$ cat config.mk
export PLATFORM = sky130hd
export DESIGN_NAME = epd_line_timing
export DESIGN_NICKNAME = d
export VERILOG_FILES = /design/src/rtl/epd_line_timing.sv
export SDC_FILE = /design/constraint.sdc
export NUM_CORES = 1
export LEC_CHECK = 0
export ABC_AREA = 1
export BUFFER_PORTS_ARGS = -buffer_cell sky130_fd_sc_hd__buf_2
export CELL_PAD_IN_SITES_DETAIL_PLACEMENT = 1
export CELL_PAD_IN_SITES_GLOBAL_PLACEMENT = 1
export CORE_UTILIZATION = 42
export DETAILED_ROUTE_END_ITERATION = 6
export HOLD_SLACK_MARGIN = 0.15
export PLACE_DENSITY = 0.93
export SYNTH_ARGS = -nofsm -noshare
export SYNTH_HDL_FRONTEND = slang
export SYNTH_SLANG_ARGS = --single-unit
$ cat constraint.sdc
create_clock -name clk_i -period 4.31 [get_ports clk_i]
set_input_delay 0 -clock clk_i [delete_from_list [all_inputs] [get_ports clk_i]]
set_output_delay 0 -clock clk_i [all_outputs]
set_load 0.01 [all_outputs]
$ cat src/rtl/epd_line_timing.sv
// Panel scan sequencer for a parallel e-paper interface.
// Walks one full frame per accepted start request, advancing one step per tick pulse,
// and drives the source- and gate-driver control lines plus the pixel fetch indices.
// All outputs are registered; between ticks everything holds.

module epd_line_timing #(
  parameter int unsigned ColsBytes   = 200,
  parameter int unsigned Rows        = 600,
  parameter int unsigned CkvLowTicks = 2,
  localparam int unsigned RowW = (Rows > 1) ? $clog2(Rows) : 1,
  localparam int unsigned ColW = (ColsBytes > 1) ? $clog2(ColsBytes) : 1,
  localparam int unsigned CntW = (CkvLowTicks > 1) ? $clog2(CkvLowTicks) : 1
) (
  input  logic            clk_i,
  input  logic            rst_ni,
  input  logic            tick_i,
  input  logic            start_i,
  input  logic [7:0]      pixel_data_i,
  output logic [RowW-1:0] row_idx_o,
  output logic [ColW-1:0] byte_idx_o,
  output logic [7:0]      epd_data_o,
  output logic            epd_cl_o,
  output logic            epd_sph_o,
  output logic            epd_le_o,
  output logic            epd_ckv_o,
  output logic            epd_spv_o,
  output logic            epd_gmode_o,
  output logic            epd_oe_o,
  output logic            busy_o,
  output logic            done_o
);

  // The accepting tick in idle performs the first frame-start step itself, so the
  // remaining frame-start steps are the four states below.
  typedef enum logic [3:0] {
    StIdle,
    StFs1,
    StFs2,
    StFs3,
    StFs4,
    StSph,
    StDataLo,
    StDataHi,
    StLatch,
    StFend
  } state_e;

  localparam logic [RowW-1:0] RowLast = RowW'(Rows - 1);
  localparam logic [ColW-1:0] ColLast = ColW'(ColsBytes - 1);
  localparam logic [CntW-1:0] CntLast = CntW'(CkvLowTicks - 1);

  state_e          state_q;
  logic            pending_q;
  logic [CntW-1:0] lat_cnt_q;
  logic [RowW-1:0] row_idx_q;
  logic [ColW-1:0] byte_idx_q;
  logic [7:0]      epd_data_q;
  logic            epd_cl_q;
  logic            epd_sph_q;
  logic            epd_le_q;
  logic            epd_ckv_q;
  logic            epd_spv_q;
  logic            epd_gmode_q;
  logic            epd_oe_q;
  logic            busy_q;
  logic            done_q;

  logic lat_first;
  logic lat_last;

  assign lat_first = (lat_cnt_q == '0);
  assign lat_last  = (lat_cnt_q == CntLast);

  // Sequencer: start capture every clock, state steps only on tick clocks.
  always_ff @(posedge clk_i or negedge rst_ni) begin
    if (!rst_ni) begin
      state_q     <= StIdle;
      pending_q   <= 1'b0;
      lat_cnt_q   <= '0;
      row_idx_q   <= '0;
      byte_idx_q  <= '0;
      epd_data_q  <= 8'h00;
      epd_cl_q    <= 1'b0;
      epd_sph_q   <= 1'b1;
      epd_le_q    <= 1'b0;
      epd_ckv_q   <= 1'b0;
      epd_spv_q   <= 1'b1;
      epd_gmode_q <= 1'b0;
      epd_oe_q    <= 1'b0;
      busy_q      <= 1'b0;
      done_q      <= 1'b0;
    end else begin
      done_q <= 1'b0;

      // A request is only taken while idle and not already pending; otherwise dropped.
      if (state_q == StIdle && !pending_q && start_i) begin
        pending_q <= 1'b1;
        busy_q    <= 1'b1;
      end

      if (tick_i) begin
        unique case (state_q)
          StIdle: begin
            if (pending_q) begin
              pending_q   <= 1'b0;
              epd_oe_q    <= 1'b1;
              epd_gmode_q <= 1'b1;
              epd_spv_q   <= 1'b1;
              epd_ckv_q   <= 1'b1;
              state_q     <= StFs1;
            end
          end
          StFs1: begin
            epd_spv_q <= 1'b0;
            state_q   <= StFs2;
          end
          StFs2: begin
            epd_ckv_q <= 1'b0;
            state_q   <= StFs3;
          end
          StFs3: begin
            epd_ckv_q <= 1'b1;
            state_q   <= StFs4;
          end
          StFs4: begin
            epd_spv_q <= 1'b1;
            state_q   <= StSph;
          end
          StSph: begin
            // Also closes a single-tick latch phase: drop LE, release CKV.
            epd_sph_q  <= 1'b0;
            epd_le_q   <= 1'b0;
            epd_ckv_q  <= 1'b1;
            byte_idx_q <= '0;
            state_q    <= StDataLo;
          end
          StDataLo: begin
            epd_data_q <= pixel_data_i;
            epd_cl_q   <= 1'b0;
            state_q    <= StDataHi;
          end
          StDataHi: begin
            epd_cl_q <= 1'b1;
            if (byte_idx_q == ColLast) begin
              state_q <= StLatch;
            end else begin
              byte_idx_q <= byte_idx_q + ColW'(1);
              state_q    <= StDataLo;
            end
          end
          StLatch: begin
            if (lat_first) begin
              epd_sph_q <= 1'b1;
              epd_le_q  <= 1'b1;
              epd_ckv_q <= 1'b0;
              epd_cl_q  <= 1'b0;
            end else begin
              epd_le_q <= 1'b0;
            end
            // With a one-tick latch the CKV release happens in the following state.
            if (lat_last && !lat_first) begin
              epd_ckv_q <= 1'b1;
            end
            if (lat_last) begin
              lat_cnt_q <= '0;
              if (row_idx_q == RowLast) begin
                state_q <= StFend;
              end else begin
                row_idx_q <= row_idx_q + RowW'(1);
                state_q   <= StSph;
              end
            end else begin
              lat_cnt_q <= lat_cnt_q + CntW'(1);
            end
          end
          StFend: begin
            epd_ckv_q   <= 1'b0;
            epd_le_q    <= 1'b0;
            epd_oe_q    <= 1'b0;
            epd_gmode_q <= 1'b0;
            epd_data_q  <= 8'h00;
            row_idx_q   <= '0;
            byte_idx_q  <= '0;
            done_q      <= 1'b1;
            busy_q      <= 1'b0;
            state_q     <= StIdle;
          end
          default: begin
            state_q <= StIdle;
          end
        endcase
      end
    end
  end

  assign row_idx_o   = row_idx_q;
  assign byte_idx_o  = byte_idx_q;
  assign epd_data_o  = epd_data_q;
  assign epd_cl_o    = epd_cl_q;
  assign epd_sph_o   = epd_sph_q;
  assign epd_le_o    = epd_le_q;
  assign epd_ckv_o   = epd_ckv_q;
  assign epd_spv_o   = epd_spv_q;
  assign epd_gmode_o = epd_gmode_q;
  assign epd_oe_o    = epd_oe_q;
  assign busy_o      = busy_q;
  assign done_o      = done_q;

endmodule

==> metrics.txt, run 1 <==
Post-DP Area ~2600 µm²; antenna violations before repair 0; drt first-iter violations about 130; Net Sw Frac about 42%; R2R Setup Slk between 2 and 2.5 ns; I/O pin total 47; largest net degree at the start of global routing 41; number of synthesized flops with an enable pin 0; Internal between 0.7 and 0.8 mW; logic gate share of total power approximately two fifths; crit-path max FO 9; die height 76.0 µm; run status complete, no violations; DIE WIDTH 76.0 µm; TritonCTS buffer count 5; vias in the first global route about 2500; largest cells by area after synthesis dfrtp_1, nand2_1, nand3_1; CP arrival approximately 2.4 ns; Crit Path Category flop to flop; P_leak 1.50 nW; max-slew violation count 0; Slew headroom 39.3%; Avg Synthesized Cell Area between 7 and 8 µm²; Post-Route WL between 7 and 8 mm; Root Buffer clkbuf_8; Period minus WS final roughly 2.1 ns; PortBufs 46; Core ar. between 5000 and 6000 µm²; top cells by count, synth nand2_1, nand3_1, dfrtp_1, nor2_1, inv_1; share of layout cells above drive strength 1 between 20% and 30%; Initial Utilization 44.2%; Detailed Place HPWL ~4.8 mm; period utilization 49.6%; Die ar. 5780 µm²; worst vdd ir 0.304 mV; Reg clk slew, reported paths around 0.09 ns; startpoint type of the worst setup path flop; worst-case clock buffer depth 2; PwrDens a little under 500 nW/µm²; Critical Path End Type flop; switching power approximately 0.58 mW; Setup-failing EPs final 0; nets 391; fin worst setup slack between 2 and 2.5 ns; Mapped Cells roughly 310; Synth Flop Type dfrtp_1; Seq/Total Area, Yosys between 40% and 50%; Site Rows 26; setup TNS 0 ns; GR Util All Layers ~28%; Hold Slack approximately 0.38 ns; Worst Path Required about 4.6 ns; clock power share 19.8%; Mapped Area about 2300 µm²; TritonCTS clock tree done; top-count cell post-synth nand2_1; CTS sink count 40; Area Growth Syn to Fin 23.2%; skew final 0.0176 ns; Synth async-reset ratio between 90% and 100%; worst-skew pair later-pin latency 0.31 ns; global-route wire length before repair ~12 mm; # diodes 0; pre-CTS setup slack 2.61 ns; MaxCap Viol Count 0; via/cell ratio roughly 5.4; post-synthesis net count between 300 and 400; YS warnings 0; H-Tree Depth 2; Seq pwr share 41.2%; HP Class input port to asynchronous set/reset pin; Pwr Total about 1.4 mW; Synth cell types 31; Yosys top cell by area dfrtp_1; worst-margin pin slew ~0.9 ns; gpl congestion a little under 0.9; post-synth top area share between 40% and 50%; 1st-pass router iterations 4; FMAX 0.468 GHz; post-route cell area roughly 2800 µm²; Hold Vio Cnt, Final 0; ANT nets after route 0; RSZ-0062 raised after global routing no; Yosys reg bits 40; via count roughly 2400; wire per inst 16.7 µm; number of remaining DRC errors 0; total congestion overflow 0; final-layout fill cell count 690
stage by stage:
step                      std cells  util, %
after floorplan                 313        -
after global placement          424     49.7
after detailed placement        424     49.7
after CTS                       447     54.3
after global routing            448     54.5
final                           448     54.5
layout by cell type, fill, tap and decap left out, drive strengths merged:
cell         synthesis  routed
a21oi                3       3
a22o                 1       1
a2bb2oi              1       1
buf                  3      46
clkbuf               2       8
dfrtp               38      38
dfstp                2       2
dlygate4sd3          0      16
ha                   2       2
inv                 34      34
nand2              108     108
nand3               41      41
nand4                5       5
nor2                43      43
nor3                 3       3
nor3b                1       1
o21ai               17      17
o21bai               4       4
o22ai                1       1
o31ai                1       1
xnor2                1       1
xor2                 2       2
metal layers:
metal | track usage, % | part of all wire (%)
met5 | 0 | 0
met4 | 12.7 | 3.2
met3 | 4.43 | 3.8
met2 | 51.1 | 52
met1 | 31.6 | 41
cell type report:
| type | instances | area (µm²) | area share, % |
|---|---|---|---|
| clock buffer | 8 | 90.1 | 3.18 |
| inverter | 34 | 128 | 4.50 |
| sequential | 40 | 1000 | 35.4 |
| tap | 70 | 87.6 | 3.09 |
| multi-input combinational | 234 | 1140 | 40.1 |
| timing repair buffer | 62 | 390 | 13.8 |
logic make-up after synthesis:
family | synth area share, %
DFF | 43.6
and+or+nand+nor | 40.1
adders and majority gates | 1.09
xor gates and xnor gates | 1.14
AOI/OAI and AO/OA | 7.01
buffers and inverters | 7.01
power by group through the flow:
stage          Combinational (mW)  Clock (mW)  Sequential [mW]
2_1_floorplan               0.307           0            0.582
3_3_place_gp                0.475           0            0.555
3_5_place_dp                0.503           0            0.562
4_1_cts                     0.518       0.266            0.557
5_1_grt                     0.587       0.290            0.575
6_report                    0.534       0.271            0.564
registers in the layout, summed over array words and instances, names as in the netlist:
name and flops:
busy_o 1, byte_idx_o 8, done_o 1, epd_ckv_o 1, epd_cl_o 1, epd_data_o 8, epd_le_o 1, epd_oe_o 1
epd_sph_o 1, epd_spv_o 1, lat_cnt_q 1, pending_q 1, row_idx_o 10, state_q 4
worst paths after layout:
check / startpoint / to / cells after the start
max in group asynchronous: rst_ni / row_idx_o[8] / 2
min in group clk_i: epd_ckv_o / epd_ckv_o / 2
hold / removal: rst_ni / busy_o / 2
hold reg to reg: epd_ckv_o / epd_ckv_o / 2
setup reg to reg: state_q[3] / epd_data_o[4] / 6
setup / recovery: state_q[3] / epd_data_o[4] / 6
worst max-delay path, stage by stage, from the launching register on:
cell,delay [ns]
dfrtp_1,0.44
inv_2,0.11
nand2_2,0.15
nor3_2,0.53
nand3_1,0.15
dlygate4sd3_1,0.62
nand2_1,0.08
repair_timing:
action	CTS	global route
hold buffers	15	1
endpoints found under the setup margin	0	0
endpoints found under the hold margin	48	3
gates resized for setup	0	0
buffers inserted	0	0
(Power assumes the default switching activity.)
==> run 2, diff against run 1 <==
CORE_UTILIZATION = 35   (was 42)
PLACE_DENSITY = 0.84   (was 0.93)
clock period = 1.9 ns   (was 4.31 ns; I/O delays follow)
==> run 2 against run 1 <==
- first-iteration DRC count is 48% lower
- setup slack worse by 2.1 ns
- non-clock buffer count is 7 higher
- global-route usage is 5.4 points lower
- maximum frequency is 17% higher
- largest power group unchanged
==> metrics.txt, run 2 (same netlist as run 1, synthesis figures left out) <==
worst-skew pair later-pin latency 0.30 ns (about the same); post-route cell area 2930 µm² (+3.2%); RSZ-0062 raised after global routing no; Finished Layout Cells 462 (+3.1%); Layout Utilization 46.1% (-8.4 points); wire per inst 15.9 µm (-5.1%); nets 398 (+1.8%); Critical Path End Type flop; GR Util All Layers 22.4% (-5.4 points); share of layout cells above drive strength 1 21.8% (+1.4 points); via/cell ratio 5.17 (-3.9%); Area Growth Syn to Fin 27.2%; Initial Utilization 36.2% (-8.0 points); max reg flops 10 (unchanged); total congestion overflow 0 (unchanged); fin worst setup slack 0.0777 ns (-2.10 ns); Post-Route WL 7.33 mm (-2.1%); pre-CTS setup slack 0.193 ns (-2.41 ns); commonest non-fill, non-tap cell in the layout nand2_1; PortBufs 46 (unchanged); CP arrival 2.05 ns (-0.34 ns); Detailed Place HPWL 4.60 mm (-3.8%); skew final 0.00962 ns (-0.00793 ns); Die ar. 6900 µm² (+19%); run status complete, no violations; # diodes 0 (unchanged); TritonCTS clock tree done; ANT nets after route 0 (unchanged); CTS sink count 40 (unchanged); largest net degree at the start of global routing 17 (-59%); DIE WIDTH 83.1 µm (+9.3%); MaxCap Viol Count 0 (unchanged); number of remaining DRC errors 0 (unchanged); 1st-pass router iterations 4 (unchanged); drt first-iter violations 67 (-48%); Root Buffer clkbuf_8; worst-margin pin slew 0.475 ns (-0.435 ns); Reg clk slew, reported paths 0.09 ns (about the same); startpoint type of the worst setup path flop; Post-DP Area 2620 µm² (+1.5%); via count 2388 (-0.91%); FMAX 0.549 GHz (+17%); I/O pin total 47 (unchanged); die height 83.1 µm (+9.3%); antenna violations before repair 0 (unchanged); placed cells 435 (+2.6%); most frequent cells in the layout nand2_1, buf_2, nand3_1, nor2_1, dfrtp_1; worst-case clock buffer depth 2 (unchanged); global-route wire length before repair 12.4 mm (-0.61%); TritonCTS buffer count 5 (unchanged); vias in the first global route 2496 (-0.91%); Hold Vio Cnt, Final 0 (unchanged); setup TNS 0 ns (unchanged); H-Tree Depth 2 (unchanged); gpl congestion 0.923 (+6.4%); Period minus WS final 1.82 ns (-0.314 ns); Worst Path Required 2.13 ns (-2.43 ns); worst vdd ir 0.671 mV (+120%); period utilization 95.9% (+46 points); Slew headroom 68.2% (+29 points); Site Rows 29 (+12%); max-slew violation count 0 (unchanged); P_leak 1.53 nW (+2.1%); HP Class input port to flop; crit-path max FO 8 (-1); Core ar. 6350 µm² (+22%); PwrDens 1080 nW/µm² (+120%); Crit Path Category flop to flop; Setup-failing EPs final 0 (unchanged)
[run 2: changes by cell type in the layout (fill, tap and decap cells not counted), sizes merged]
cell	change
clkinvlp	+1
clkbuf	-1
dlygate4sd3	+2
buf	+5
[run 2: critical path, cell delays in order, from the launching register on]
cell and delay [ns]:
dfrtp_1 0.42, inv_2 0.10, nand2_4 0.10, nor3_4 0.18, buf_6 0.16, nand3_1 0.07, dlygate4sd3_1 0.59, nand2_1 0.13
[run 2: worst paths after layout]
path                            startpoint             to  slack [ns]  depth (start not counted)
min in group asynchronous           rst_ni  epd_data_o[1]        0.23                          3
worst min register to register   epd_ckv_o      epd_ckv_o        0.50                          2
max in group asynchronous           rst_ni  byte_idx_o[2]        0.79                          3
worst min-delay path                tick_i      epd_sph_o        0.19                          2
worst max register to register  state_q[3]  epd_data_o[1]        0.08                          7
worst max-delay path            state_q[3]  epd_data_o[1]        0.08                          7
[run 2: cell type report]
class                           instances  area, µm²
Multi-Input combinational cell        234       1150
Clock buffer                            7       86.3
Tap cell                               77       96.3
Fill cell                             812       3420
Clock inverter                          1       7.51
Timing Repair Buffer                   69        452
Sequential cell                        40       1000
Inverter                               34        128
[run 2: where the power goes]
group	leakage [nW]	internal, mW	switching (mW)
Clock	0.0445	0.295	0.310
Combinational	0.975	0.450	0.821
Sequential	0.513	1.07	0.221
Total	1.53	1.82	1.35
[run 2: repair_timing]
item | in CTS | in global routing
setup endpoints to repair | 0 | 7
endpoints found under the hold margin | 50 | 0
resized for setup | 0 | 5
hold buffers | 18 | 0
buffers inserted | 0 | 1
[run 2: through the flow]
step	power [mW]	hold slack, ns
after global routing	3.36	0.193
after CTS	3.06	0.152
final	3.17	0.189
after floorplan	2.02	-0.296
after global placement	2.37	-0.115
after detailed placement	2.41	-0.111
[run 2: metal layers]
layer  track usage [%]  part of all wire, %
met1              26.7                   43
met2              39.2                   50
met3              3.48                  3.7
met4              11.3                  4.0
met5                 0                    0
